==> config.mk <==
export PLATFORM = sky130hd
export DESIGN_NAME = updown_counter_param
export DESIGN_NICKNAME = d
export VERILOG_FILES = /design/src/rtl/updown_counter_param_pkg.sv /design/src/rtl/updown_counter_param.sv
export SDC_FILE = /design/constraint.sdc
export NUM_CORES = 1
export LEC_CHECK = 0
export CORE_UTILIZATION = 45
export CTS_CLUSTER_SIZE = 25
export DETAILED_ROUTE_END_ITERATION = 6
export GPL_ROUTABILITY_DRIVEN = 0
export PLACE_DENSITY = 0.77
export REMOVE_ABC_BUFFERS = 1
export SETUP_SLACK_MARGIN = 0.4
export SLEW_MARGIN = 10
export SYNTH_ARGS = -nofsm -noshare
export SYNTH_HDL_FRONTEND = slang
export SYNTH_SLANG_ARGS = --single-unit
export TNS_END_PERCENT = 30
==> constraint.sdc <==
create_clock -name clk -period 1.9 [get_ports clk]
set_input_delay 0.38 -clock clk [delete_from_list [all_inputs] [get_ports clk]]
set_output_delay 0.38 -clock clk [all_outputs]
set_load 0.03 [all_outputs]
==> src/rtl/updown_counter_param_pkg.sv <==
// Shared constants for the parametrised up/down counter and the timer blocks
// built on top of it: limit-handling modes and count-direction encodings.
package updown_counter_param_pkg;

    // Limit-handling mode, used as the SATURATE parameter value
    localparam int unsigned MODE_WRAP = 32'd0;
    localparam int unsigned MODE_SAT  = 32'd1;

    // Count direction, as seen on the up_dn port
    localparam logic DIR_UP = 1'b1;
    localparam logic DIR_DN = 1'b0;

endpackage : updown_counter_param_pkg

==> src/rtl/updown_counter_param.sv <==
// Parametrised up/down tick counter with modulus, parallel load, wrap or
// saturate limit handling, terminal count, one-cycle limit pulse and a
// sticky overflow flag. All state updates on the rising edge of clk.
module updown_counter_param
    import updown_counter_param_pkg::*;
#(
    parameter int unsigned       WIDTH     = 8,
    parameter logic [32:0]       MODULUS   = 33'd1 << WIDTH,
    parameter int unsigned       SATURATE  = MODE_WRAP,
    parameter logic [WIDTH-1:0]  RESET_VAL = '0
) (
    input  logic             clk,
    input  logic             reset,
    input  logic             enable,
    input  logic             up_dn,
    input  logic             load,
    input  logic [WIDTH-1:0] load_val,
    input  logic             ovf_clr,
    output logic [WIDTH-1:0] count,
    output logic             tc,
    output logic             wrap,
    output logic             ovf
);

    // Largest legal count, kept one bit wider than the counter so that a
    // full 2**WIDTH modulus never relies on silent rollover.
    localparam logic [32:0]    MAX_WIDE  = MODULUS - 33'd1;
    localparam logic [WIDTH:0] MAX_C     = MAX_WIDE[WIDTH:0];
    localparam logic [32:0]    RV_WIDE   = {{(33-WIDTH){1'b0}}, RESET_VAL};
    localparam logic [32:0]    FULL_MOD  = 33'd1 << WIDTH;

    // Elaboration-time legality checks on the configuration
    generate
        if (WIDTH < 32'd2 || WIDTH > 32'd32) begin : g_bad_width
            $error("updown_counter_param: WIDTH must be in 2..32");
        end
        if (MODULUS < 33'd2 || MODULUS > FULL_MOD) begin : g_bad_modulus
            $error("updown_counter_param: MODULUS must be in 2..2**WIDTH");
        end
        if (RV_WIDE >= MODULUS) begin : g_bad_reset_val
            $error("updown_counter_param: RESET_VAL must be below MODULUS");
        end
    endgenerate

    logic [WIDTH-1:0] count_r;
    logic             wrap_r;
    logic             ovf_r;

    logic [WIDTH:0]   count_ext_s;
    logic [WIDTH:0]   load_ext_s;
    logic [WIDTH:0]   count_inc_s;
    logic [WIDTH:0]   count_dec_s;
    logic [WIDTH-1:0] count_nxt_s;
    logic             limit_s;
    logic             ovf_nxt_s;

    assign count_ext_s = {1'b0, count_r};
    assign load_ext_s  = {1'b0, load_val};
    assign count_inc_s = count_ext_s + {{WIDTH{1'b0}}, 1'b1};
    assign count_dec_s = count_ext_s - {{WIDTH{1'b0}}, 1'b1};

    // Next count, limit-event detection and overflow flag update
    always_comb begin
        count_nxt_s = count_r;
        limit_s     = 1'b0;
        ovf_nxt_s   = ovf_r;

        if (load) begin
            // Out-of-range load values clamp to the top of the count range
            if (load_ext_s > MAX_C) begin
                count_nxt_s = MAX_C[WIDTH-1:0];
            end else begin
                count_nxt_s = load_val;
            end
        end else if (enable) begin
            if (up_dn == DIR_UP) begin
                if (count_ext_s == MAX_C) begin
                    limit_s = 1'b1;
                    if (SATURATE == MODE_SAT) begin
                        count_nxt_s = count_r;
                    end else begin
                        count_nxt_s = {WIDTH{1'b0}};
                    end
                end else begin
                    count_nxt_s = count_inc_s[WIDTH-1:0];
                end
            end else begin
                if (count_r == {WIDTH{1'b0}}) begin
                    limit_s = 1'b1;
                    if (SATURATE == MODE_SAT) begin
                        count_nxt_s = count_r;
                    end else begin
                        count_nxt_s = MAX_C[WIDTH-1:0];
                    end
                end else begin
                    count_nxt_s = count_dec_s[WIDTH-1:0];
                end
            end
        end else begin
            count_nxt_s = count_r;
        end

        // A coincident limit event wins over a clear request
        if (limit_s) begin
            ovf_nxt_s = 1'b1;
        end else if (ovf_clr) begin
            ovf_nxt_s = 1'b0;
        end else begin
            ovf_nxt_s = ovf_r;
        end
    end

    // Single register stage for count, limit pulse and sticky overflow
    always_ff @(posedge clk) begin
        if (reset) begin
            count_r <= RESET_VAL;
            wrap_r  <= 1'b0;
            ovf_r   <= 1'b0;
        end else begin
            count_r <= count_nxt_s;
            wrap_r  <= limit_s;
            ovf_r   <= ovf_nxt_s;
        end
    end

    // Terminal count follows the registered count and the live direction
    always_comb begin
        if (up_dn == DIR_UP) begin
            tc = (count_ext_s == MAX_C);
        end else begin
            tc = (count_r == {WIDTH{1'b0}});
        end
    end

    assign count = count_r;
    assign wrap  = wrap_r;
    assign ovf   = ovf_r;

endmodule : updown_counter_param

=== After elaboration in Yosys (flattened, before gate mapping) ===
Cells that the tools add are included.
W data, S select, Z words.

* Add/subtract/negate cells: 2
* Order comparisons: 1
* Equality and inequality tests: 1
* Multiplexer cells: 14
* Reduce and logical (&&, ||, !) cells: 3

{| class="wikitable"
|+ Operators with widths
! operator !! number
|-
| $mux W8 || 6
|-
| $add A8 B1 Y8 const B || 1
|-
| $eq A8 B8 Y1 const B || 1
|-
| $gt A8 B8 Y1 const B || 1
|-
| $logic_not A8 Y1 || 1
|-
| $mux W1 || 8
|-
| $sub A8 B1 Y8 const B || 1
|-
| $reduce_bool A2 Y1 || 2
|}

* Register bits: 10
* Output and inout bits: 11
* Word-level logic and storage cells: 24

=== Logic depth before layout (Yosys ltp) ===
Gate-level depths: netlist of run 1.

* Depth in word-level cells: 6
* Gate-level depth with buffers: 7
* Gate-level depth less buffers: 7

=== Worst setup path after synthesis of run 1 ===
Ideal clock, no wire load.

* Path kind: reg2out
* Start point: register count_r[4] (netlist: count[4])
* End point: output port tc
* Arrival: 1.794 ns
* Data required time: 1.520 ns
* Setup slack: -0.274 ns
* Stages on the path, launching flop included: 5
* Path buffers: 1
* Path through: dfxtp_1 buf_6 nor4_4 nand2_2 o21ai_0

* Longest elaborated chain between the ends: 2

{| class="wikitable"
|+ RTL lines
! item !! line !! RTL
|-
| from (decl) || updown_counter_param.sv:45 || <nowiki>logic [WIDTH-1:0] count_r;</nowiki>
|-
| from (signal assigned) || updown_counter_param.sv:120 || <nowiki>count_r <= count_nxt_s;</nowiki>
|-
| $eq A8 B8 Y1 / $logic_not A8 Y1 (equally long branches) || updown_counter_param.sv:129, updown_counter_param.sv:131 ||
|-
| $mux W1 * || updown_counter_param.sv:128 || <nowiki>if (up_dn == DIR_UP) begin</nowiki>
|-
| to (decl) || updown_counter_param.sv:20 || <nowiki>output logic tc,</nowiki>
|}

Mark *: on every way between the ends. The rest lies on a longest branch, timed or not.

=== Worst setup path after layout of run 1 ===
* Start point: register count_r[0] (netlist: count[0])
* End point: output port tc

The elaborated chain is that of the path after synthesis.

==> results of run 1 <==
## what timing repair did
item / in CTS / in global routing
buffers inserted: 6 / 5
gates resized for setup: 32 / 15
hold buffers: 0 / 0
setup endpoints to repair: 19 / 18
pin swaps: 3 / 6
## how the worst max path moves through the flow
stage | from | to | slack [ns] | cells past startpoint
2_1_floorplan | count[3] | tc | -0.29 | 3
3_3_place_gp | up_dn | tc | -0.07 | 5
3_5_place_dp | up_dn | tc | -0.10 | 5
4_1_cts | count[2] | tc | 0.12 | 4
5_1_grt | count[3] | tc | 0.04 | 4
6_report | count[0] | tc | 0.09 | 5
## sequential cells by signal, summed over array words and instances (netlist names)
register	flops
count	8
ovf	1
wrap	1
## critical path, delay by kind of cell, from the launching register on
kind	cells	cell delay, ns
DFF	1	0.38
and+or+nand+nor	2	0.35
buffers and inverters	1	0.15
adders and majority gates	1	0.16
AOI/OAI and AO/OA	1	0.11
## through the flow
step	instance area [µm²]	setup slack, ns	power [mW]	hold slack [ns]
floorplan	812.0	-0.2892	0.4061	0.4491
global placement	1199	-0.06777	0.5404	0.4518
detailed placement	1199	-0.1015	0.5441	0.4672
global route	1429	0.04170	0.8642	0.4918
CTS	1326	0.1154	0.7600	0.4757
finish	1429	0.08626	0.8298	0.4707
## per-layer routing
layer,vias to the layer above,global-route usage,wire length (µm)
li1,525,-,-
met1,508,0.3556,1244
met2,99,0.4657,1517
met3,22,0.07143,380
met4,0,0.1636,137
met5,-,0,0
## power by group through the flow
stage / clock (mW) / sequential (mW) / combinational, mW
floorplan: 0 / 0.290 / 0.116
global placement: 0 / 0.262 / 0.278
detailed placement: 0 / 0.263 / 0.281
CTS: 0.200 / 0.256 / 0.305
global route: 0.215 / 0.260 / 0.389
finish: 0.202 / 0.258 / 0.369
## cells in the mapped netlist, drive strengths merged, types with 2 or more instances
master	instances
a21oi	13
dfxtp	10
nor2	9
inv	8
o21ai	8
nand2	6
nand3	6
clkbuf	5
nand2b	4
a221oi	3
and3	3
buf	3
ha	3
nand4	3
nor3	3
xnor2	3
a31oi	2
mux2i	2
nor3b	2
## cell type report
type	count	area [µm²]	area share
multi-input cells	89	669.4	0.4685
clock buffers	4	36.28	0.02539
repair buffers	49	442.9	0.3100
well taps	25	31.28	0.02189
inverters	8	30.03	0.02102
flip-flops and latches	10	219.0	0.1532
## cell families after synthesis
family / count (synthesis) / synth area share
flops: 10 / 0.2349
simple gates: 41 / 0.2731
fa+ha+maj: 3 / 0.04406
buf+inv: 16 / 0.08224
compound gates: 39 / 0.3011
xor+xnor: 4 / 0.04112
mux: 2 / 0.02350
==> impl_results.md, run 1 <==
- Outcome: finished clean
- DR iter-0 viols: around 130
- Final ANT Viol Nets: 0
- Layout Cells excl Fill: 185
- Largest cells by area after synthesis: dfxtp_1, a21oi_1, o21ai_0
- Syn-to-layout area delta: 67.69%
- Max_cap viols: 0
- Most frequent cells in the layout: buf_4, clkdlybuf4s50_1, a21oi_1
- Worst clock skew: 0.001620 ns
- Global-route wire length before repair: roughly 4300 µm
- Core area: 0.001745 mm²
- Post-synth top area cell: dfxtp_1
- CTS H-tree lvls: 1
- Hold depth: 2
- Initial Utilization: 0.4882
- Pre-antenna DRT Iters: 5
- Flop pwr share: 0.311
- Switching share of power: 0.3696
- Slew HR: 0.7320
- Post-DP HPWL: 1792 µm
- Fmax: between 0.5 and 0.6 GHz
- Crit path required time: 1.52 ns
- Yosys Warn Count: 0
- CTS clock-pin slew for the worst setup and hold paths: 0.07 ns
- Total CTS buffers: 3
- Clock network power share: 0.243
- Initial antenna violation count: 0
- Net load switching power: roughly 0.31 mW
- Die width: 45.52 µm
- Synth unique cells: 40
- Syn Area/Cell: 7.409 µm²
- Clock sinks: 10
- TritonCTS clock tree: done
- Routed Wire Length: 3278 µm
- Startpoint type of the worst setup path: flop
- Async S/R FF share, synth: 0
- Final core utilization: 0.8186
- GRT overflow: 0
- Crit-path cells: ha_4, and3_1, nand3_2, o21ai_4, buf_6
- Minimum clock period: 1.814 ns
- Register area share after synthesis: 0.2349
- Clk root buf: clkbuf_4
- PwrDens: 580.7 mW/mm²
- CTS max path bufs: 2
- R2r setup slk: 0.16 ns
- Synthesized cell area: about 850 µm²
- RSZ-0062 raised after global routing: true
- Final Hold Vio Count: 0
- CP peak stage delay: 0.38 ns
- Diode count: 0
- Most common cell after layout, fill and taps aside: buf_4
- Layout cells sized above 1: 0.3375
- R2R cell count: 7
- # fillers: 117
- Io pins: 25
- Reg-to-reg critical path endpoint: count[0]
- Worst-skew pair later-pin latency: ~0.28 ns
- Routed len/inst: 17.72 µm
- Tcrit/Tclk final: 0.9546
- NumNets Final: between 150 and 200
- Largest net degree at the start of global routing: 18
- GRT Total Usage: 0.2924
- Kind of end point of the critical path: output pin
- Crit Path Class: flop to output pin
- Worst min-delay path class: flop to flop
- Vias per cell: between 6 and 7
- Cells after Synth: roughly 120
- Least-Margin Pin Slew: 0.3976 ns
- WHS Endpoint: ovf
- Number of flops mapped to enable cells by yosys: 0
- Post-synth top area share: 0.2349
- HP Start: ovf
- # setup viols final: 0
- Critical path data arrival time: 1.43 ns
- Critical path's slowest cell: dfxtp_4
- Die Ht: 45.52 µm
- Via count: 1,154
- Int Pwr: between 0.5 and 0.6 mW
- Pleak: between 0.6 and 0.7 nW
- Reg-to-Reg Start: count[3]
- Combinational power share: 0.445
- Die ar.: 0.002072 mm²
- Crit-path max FO: 5
- Row count: 15
- Via count of the first global-routing pass: 901
- Slew Viols, Final: 0
- Placed cell count: 170
- Setup_tns: 0 ns
- PortBufs: 24
- Number of remaining DRC errors: 0
- Top FF cell, synth: dfxtp_1
- Maximum VDD drop: 0.0004681 V
- Post-synthesis sequential element count: 10
(Power assumes the default switching activity.)
==> run 2: changes to the inputs <==
--- a/config.mk
+++ b/config.mk
@@ -9,10 +9,10 @@
 export CTS_CLUSTER_SIZE = 25
 export DETAILED_ROUTE_END_ITERATION = 6
 export GPL_ROUTABILITY_DRIVEN = 0
-export PLACE_DENSITY = 0.77
+export PLACE_DENSITY = 0.81
 export REMOVE_ABC_BUFFERS = 1
 export SETUP_SLACK_MARGIN = 0.4
-export SLEW_MARGIN = 10
+export SLEW_MARGIN = 15
 export SYNTH_ARGS = -nofsm -noshare
 export SYNTH_HDL_FRONTEND = slang
 export SYNTH_SLANG_ARGS = --single-unit
==> run 2 against run 1 <==
  * Maximum frequency up 1.8%
  * Core utilization down 4.7 points
  * Via count down 6.0%
  * Clock power down 26%
  * Critical endpoint unchanged
  * Hold slack better by 0.028 ns
  * Highest routed layer unchanged
==> impl_results.md, run 2 (synthesized netlist as in run 1, its figures left out) <==
- Outcome: finished clean
- GRT Total Usage: 0.2816 (-0.01077)
- Slew Viols, Final: 0 (unchanged)
- Crit-path max FO: 5 (unchanged)
- Pre-antenna DRT Iters: 4 (-1)
- Crit Path Class: flop to output pin
- Number of remaining DRC errors: 0 (unchanged)
- Syn-to-layout area delta: 58.00%
- RSZ-0062 raised after global routing: true
- Critical path data arrival time: 1.40 ns (-0.03 ns)
- Final ANT Viol Nets: 0 (unchanged)
- PortBufs: 24 (unchanged)
- Crit path required time: 1.52 ns (about the same)
- Most frequent cells in the layout: buf_4, clkdlybuf4s50_1, a21oi_1
- Worst slack at placement: -0.09229 ns (+0.009212 ns)
- Tcrit/Tclk final: 0.9380 (-0.01659)
- Via count: 1,085 (-6.0%)
- Row count: 15 (unchanged)
- CTS clock-pin slew for the worst setup and hold paths: 0.07 ns (about the same)
- Io pins: 25 (unchanged)
- Global-route wire length before repair: 4195 µm (-1.5%)
- Pleak: 0.5595 nW (-7.9%)
- Largest net degree at the start of global routing: 10 (-8)
- Least-Margin Pin Slew: 0.3755 ns (-0.02218 ns)
- Die ar.: 0.002072 mm² (unchanged)
- Final core utilization: 0.7713 (-0.04731)
- Diode count: 0 (unchanged)
- Fmax: 0.5611 GHz (+1.8%)
- NumNets Final: 173 (-2.8%)
- Via count of the first global-routing pass: 977 (+8.4%)
- # setup viols final: 0 (unchanged)
- Final Hold Vio Count: 0 (unchanged)
- Die width: 45.52 µm (unchanged)
- Worst-skew pair later-pin latency: 0.27 ns (about the same)
- Kind of end point of the critical path: output pin
- # fillers: 126 (+7.7%)
- Clk root buf: clkbuf_4
- Core area: 0.001745 mm² (unchanged)
- Layout Cells excl Fill: 179 (-3.2%)
- CTS max path bufs: 2 (unchanged)
- Total CTS buffers: 3 (unchanged)
- Layout cells sized above 1: 0.2922 (-0.04529)
- Worst clock skew: 0.006850 ns (+0.005230 ns)
- Multi-input gate area: 653.1 µm² (-2.4%)
- Vias per cell: 6.061 (-2.8%)
- Slew HR: 0.7470 (+0.01495)
- Routed Wire Length: 2742 µm (-16%)
- Clock sinks: 10 (unchanged)
- Die Ht: 45.52 µm (unchanged)
- Startpoint type of the worst setup path: flop
- Most common cell after layout, fill and taps aside: buf_4
- Initial antenna violation count: 0 (unchanged)
- Register area: 215.2 µm² (-1.7%)
- Fin Hold WS: 0.4985 ns (+0.02784 ns)
- PwrDens: 543.8 mW/mm² (-6.4%)
- GRT overflow: 0 (unchanged)
- Minimum clock period: 1.782 ns (-0.03152 ns)
- Placed cell count: 174 (+2.4%)
- DR iter-0 viols: 50 (-61%)
- Max_cap viols: 0 (unchanged)
- Maximum VDD drop: 0.0004281 V (-8.6%)
- Final WS setup: 0.1178 ns (+0.03152 ns)
- Total power: 0.7321 mW (-12%)
- CTS H-tree lvls: 1 (unchanged)
- Initial Utilization: 0.4882 (unchanged)
- Post-DP HPWL: 1956 µm (+9.1%)
- Max reg flops: 8 (unchanged)
- TritonCTS clock tree: done
- Routed len/inst: 15.32 µm (-14%)
- Worst min-delay path class: flop to flop
-- run 2: cell count changes in the layout (fill, tap and decap cells not counted), sizes merged --
| cell | change |
|---|---|
| clkdlybuf4s15 | -1 |
| dlygate4sd2 | -2 |
| clkdlybuf4s50 | +3 |
| buf | -5 |
| clkbuf | -1 |
-- run 2: final timing paths --
kind	to	cells past startpoint	start	slack (ns)
max	tc	6	count[1]	0.12
min	ovf	2	ovf	0.50
max reg2reg	count[4]	6	count[1]	0.16
min reg2reg	ovf	2	ovf	0.50
-- run 2: layout make-up --
type | instances | share of cell area
inverter | 8 | 0.02230
clock buffer | 3 | 0.01673
sequential | 10 | 0.1599
timing repair buffer | 44 | 0.2928
multi-input combinational | 89 | 0.4851
tap | 25 | 0.02323
-- run 2: routing by layer --
metal  part of all wire  vias to the layer above  track usage
li1                   -                      508            -
met1               0.40                      501       0.3413
met2               0.48                       65       0.4771
met3              0.084                       11      0.06349
met4              0.028                        0       0.1091
met5                  0                        -            0
-- run 2: timing repair --
action / in CTS / in global routing
hold buffers: 0 / 0
setup endpoints to repair: 16 / 18
pin swaps: 3 / 1
gates resized for setup: 25 / 10
gates cloned: 0 / 0
buffers inserted: 2 / 0
hold endpoints to repair: 0 / 0
-- run 2: where the power goes --
group	internal [mW]	switching, mW	leakage (nW)
logic	0.157	0.165	0.460
registers	0.227	0.0326	0.0856
clock network	0.0732	0.0770	0.0138
total	0.457	0.275	0.560
-- run 2: critical path, stage by stage (launching register included) --
cell	delay, ns
dfxtp_4	0.37
inv_1	0.07
ha_1	0.17
buf_4	0.15
nand2b_4	0.07
o21ai_4	0.15
buf_6	0.15
-- run 2: per-stage QoR --
| stage | TNS (ns) | cell area (µm²) |
|---|---|---|
| 4_1_cts | 0 | 1291 |
| 3_5_place_dp | -0.1771 | 1216 |
| 5_1_grt | 0 | 1346 |
| 6_report | 0 | 1346 |
| 3_3_place_gp | -0.1018 | 1216 |
| 2_1_floorplan | -0.7968 | 812.0 |
==> run 3: changes to the inputs <==
--- a/config.mk
+++ b/config.mk
@@ -9,6 +9,7 @@
 export CTS_CLUSTER_SIZE = 25
 export DETAILED_ROUTE_END_ITERATION = 6
 export GPL_ROUTABILITY_DRIVEN = 0
+export MAX_ROUTING_LAYER = met4
 export PLACE_DENSITY = 0.81
 export REMOVE_ABC_BUFFERS = 1
 export SETUP_SLACK_MARGIN = 0.4
==> run 3 against run 2 <==
  * Highest routed layer unchanged
  * Largest power group unchanged
  * Cell count unchanged
  * Die area is the same
  * Maximum frequency unchanged
  * Worst setup slack did not move
  * Critical path type unchanged
==> impl_results.md, run 3 (synthesized netlist as in run 1, its figures left out) <==
- Outcome: finished clean
- Crit-path max FO: 5 (unchanged)
- Initial antenna violation count: 0 (unchanged)
- Pre-antenna DRT Iters: 4 (unchanged)
- Worst slack at placement: -0.09229 ns (unchanged)
- Slew HR: 0.7470 (unchanged)
- Global-route wire length before repair: 4202 µm (+0.17%)
- Hold depth: 2 (unchanged)
- # setup viols final: 0 (unchanged)
- Via count of the first global-routing pass: 977 (unchanged)
- Clock sinks: 10 (unchanged)
- Final Hold Vio Count: 0 (unchanged)
- Combinational power share: 0.440 (about the same)
- Pleak: 0.5595 nW (unchanged)
- Max reg flops: 8 (unchanged)
- Placed Area: 0.001216 mm² (unchanged)
- DR iter-0 viols: 50 (unchanged)
- TritonCTS clock tree: done
- Most common cell after layout, fill and taps aside: buf_4
- Slew Viols, Final: 0 (unchanged)
- CTS max path bufs: 2 (unchanged)
- Switching share of power: 0.3757 (unchanged)
- Fmax: 0.5611 GHz (unchanged)
- Largest net degree at the start of global routing: 10 (unchanged)
- R2R cell count: 6 (unchanged)
- Die ar.: 0.002072 mm² (unchanged)
- Crit-path cells: inv_1, ha_1, buf_4, nand2b_4, o21ai_4, buf_6
- Diode count: 0 (unchanged)
- Die Ht: 45.52 µm (unchanged)
- Least-Margin Pin Slew: 0.3755 ns (unchanged)
- Layout cells sized above 1: 0.2922 (unchanged)
- Flop pwr share: 0.354 (about the same)
- Startpoint type of the worst setup path: flop
- Routed len/inst: 15.32 µm (unchanged)
- Vias per cell: 6.061 (unchanged)
- Final ANT Viol Nets: 0 (unchanged)
- Critical path data arrival time: 1.40 ns (about the same)
- Core area: 0.001745 mm² (unchanged)
- Post-route cell area: 0.001346 mm² (unchanged)
- Most frequent cells in the layout: buf_4, clkdlybuf4s50_1, a21oi_1
- NumNets Final: 173 (unchanged)
- Total CTS buffers: 3 (unchanged)
- CP peak stage delay: 0.37 ns (about the same)
- Worst-skew pair later-pin latency: 0.27 ns (about the same)
- GRT overflow: 0 (unchanged)
- Net load switching power: 0.2751 mW (unchanged)
- Crit path required time: 1.52 ns (about the same)
- Reg-to-Reg Start: count[1]
- Row count: 15 (unchanged)
- Crit Path Class: flop to output pin
- CTS clock-pin slew for the worst setup and hold paths: 0.07 ns (about the same)
- Maximum VDD drop: 0.0004281 V (unchanged)
- Final WS setup: 0.1178 ns (unchanged)
- Routed Wire Length: 2742 µm (unchanged)
- Worst clock skew: 0.006850 ns (unchanged)
- Max_cap viols: 0 (unchanged)
- Syn-to-layout area delta: 58.00% (unchanged)
- Initial Utilization: 0.4882 (unchanged)
- Tcrit/Tclk final: 0.9380 (unchanged)
- HP Start: ovf
- Io pins: 25 (unchanged)
- Clock network power share: 0.205 (about the same)
- Via count: 1,085 (unchanged)
- PwrDens: 543.8 mW/mm² (unchanged)
- PortBufs: 24 (unchanged)
- Int Pwr: 0.4571 mW (unchanged)
- Minimum clock period: 1.782 ns (unchanged)
- Worst min-delay path class: flop to flop
- Clk root buf: clkbuf_4
- Number of remaining DRC errors: 0 (unchanged)
- Critical path's slowest cell: dfxtp_4
- GRT Total Usage: 0.2908 (+0.009177)
- Crit path from: count[1]
- Die width: 45.52 µm (unchanged)
- CTS H-tree lvls: 1 (unchanged)
- RSZ-0062 raised after global routing: true
- Kind of end point of the critical path: output pin
- Post-DP HPWL: 1956 µm (unchanged)
==> run 3: cell counts in the layout (fill, tap and decap cells not counted) <==
No cell type changed its count.
==> run 3: through the flow <==
step	cells	power (mW)	util	setup TNS [ns]	hold slack, ns
final	179	0.7321	0.7713	0	0.4985
after global routing	179	0.7776	0.7713	0	0.5174
after CTS	179	0.7106	0.7398	0	0.5089
after detailed placement	174	0.5488	0.6968	-0.1771	0.4997
after global placement	174	0.5415	0.6968	-0.1018	0.4560
after floorplan	107	0.4061	-	-0.7968	0.4491
==> run 3: cell type report <==
cell class	count	area [µm²]
Clock buffer	3	22.52
Fill cell	126	399.1
Inverter	8	30.03
Multi-Input combinational cell	89	653.1
Sequential cell	10	215.2
Tap cell	25	31.28
Timing Repair Buffer	44	394.1
==> run 3: repair_timing <==
item                                    4_1_cts  5_1_grt
gates resized for setup                      25       10
pin swaps                                     3        1
setup buffers                                 2        0
hold buffers                                  0        0
endpoints found under the setup margin       16       18
==> run 3: layer usage <==
layer,share of wire,global-route usage,routed length [µm],vias to the layer above
li1,-,-,-,508
met1,0.40,0.3438,1105,501
met2,0.48,0.4771,1329,65
met3,0.084,0.06349,230,11
met4,0.028,0.1091,76,0
met5,0,-,0,-
==> run 3: final timing paths <==
path | endpoint | slack, ns
max reg2reg | count[4] | 0.16
min | ovf | 0.50
max | tc | 0.12
min reg2reg | ovf | 0.50
==> run 3: power groups by stage <==
| stage | combinational (mW) | clock (mW) | sequential [mW] |
|---|---|---|---|
| after floorplan | 0.116 | 0 | 0.290 |
| after global placement | 0.284 | 0 | 0.258 |
| after detailed placement | 0.290 | 0 | 0.258 |
| after CTS | 0.302 | 0.155 | 0.254 |
| after global routing | 0.349 | 0.167 | 0.262 |
| final | 0.322 | 0.150 | 0.259 |
==> run 3: critical path, delay by kind of cell, from the launching register on <==
family	cells	cell delay [ns]
flops	1	0.37
buf+inv	3	0.37
fa+ha+maj	1	0.17
compound gates	1	0.15
simple gates	1	0.07
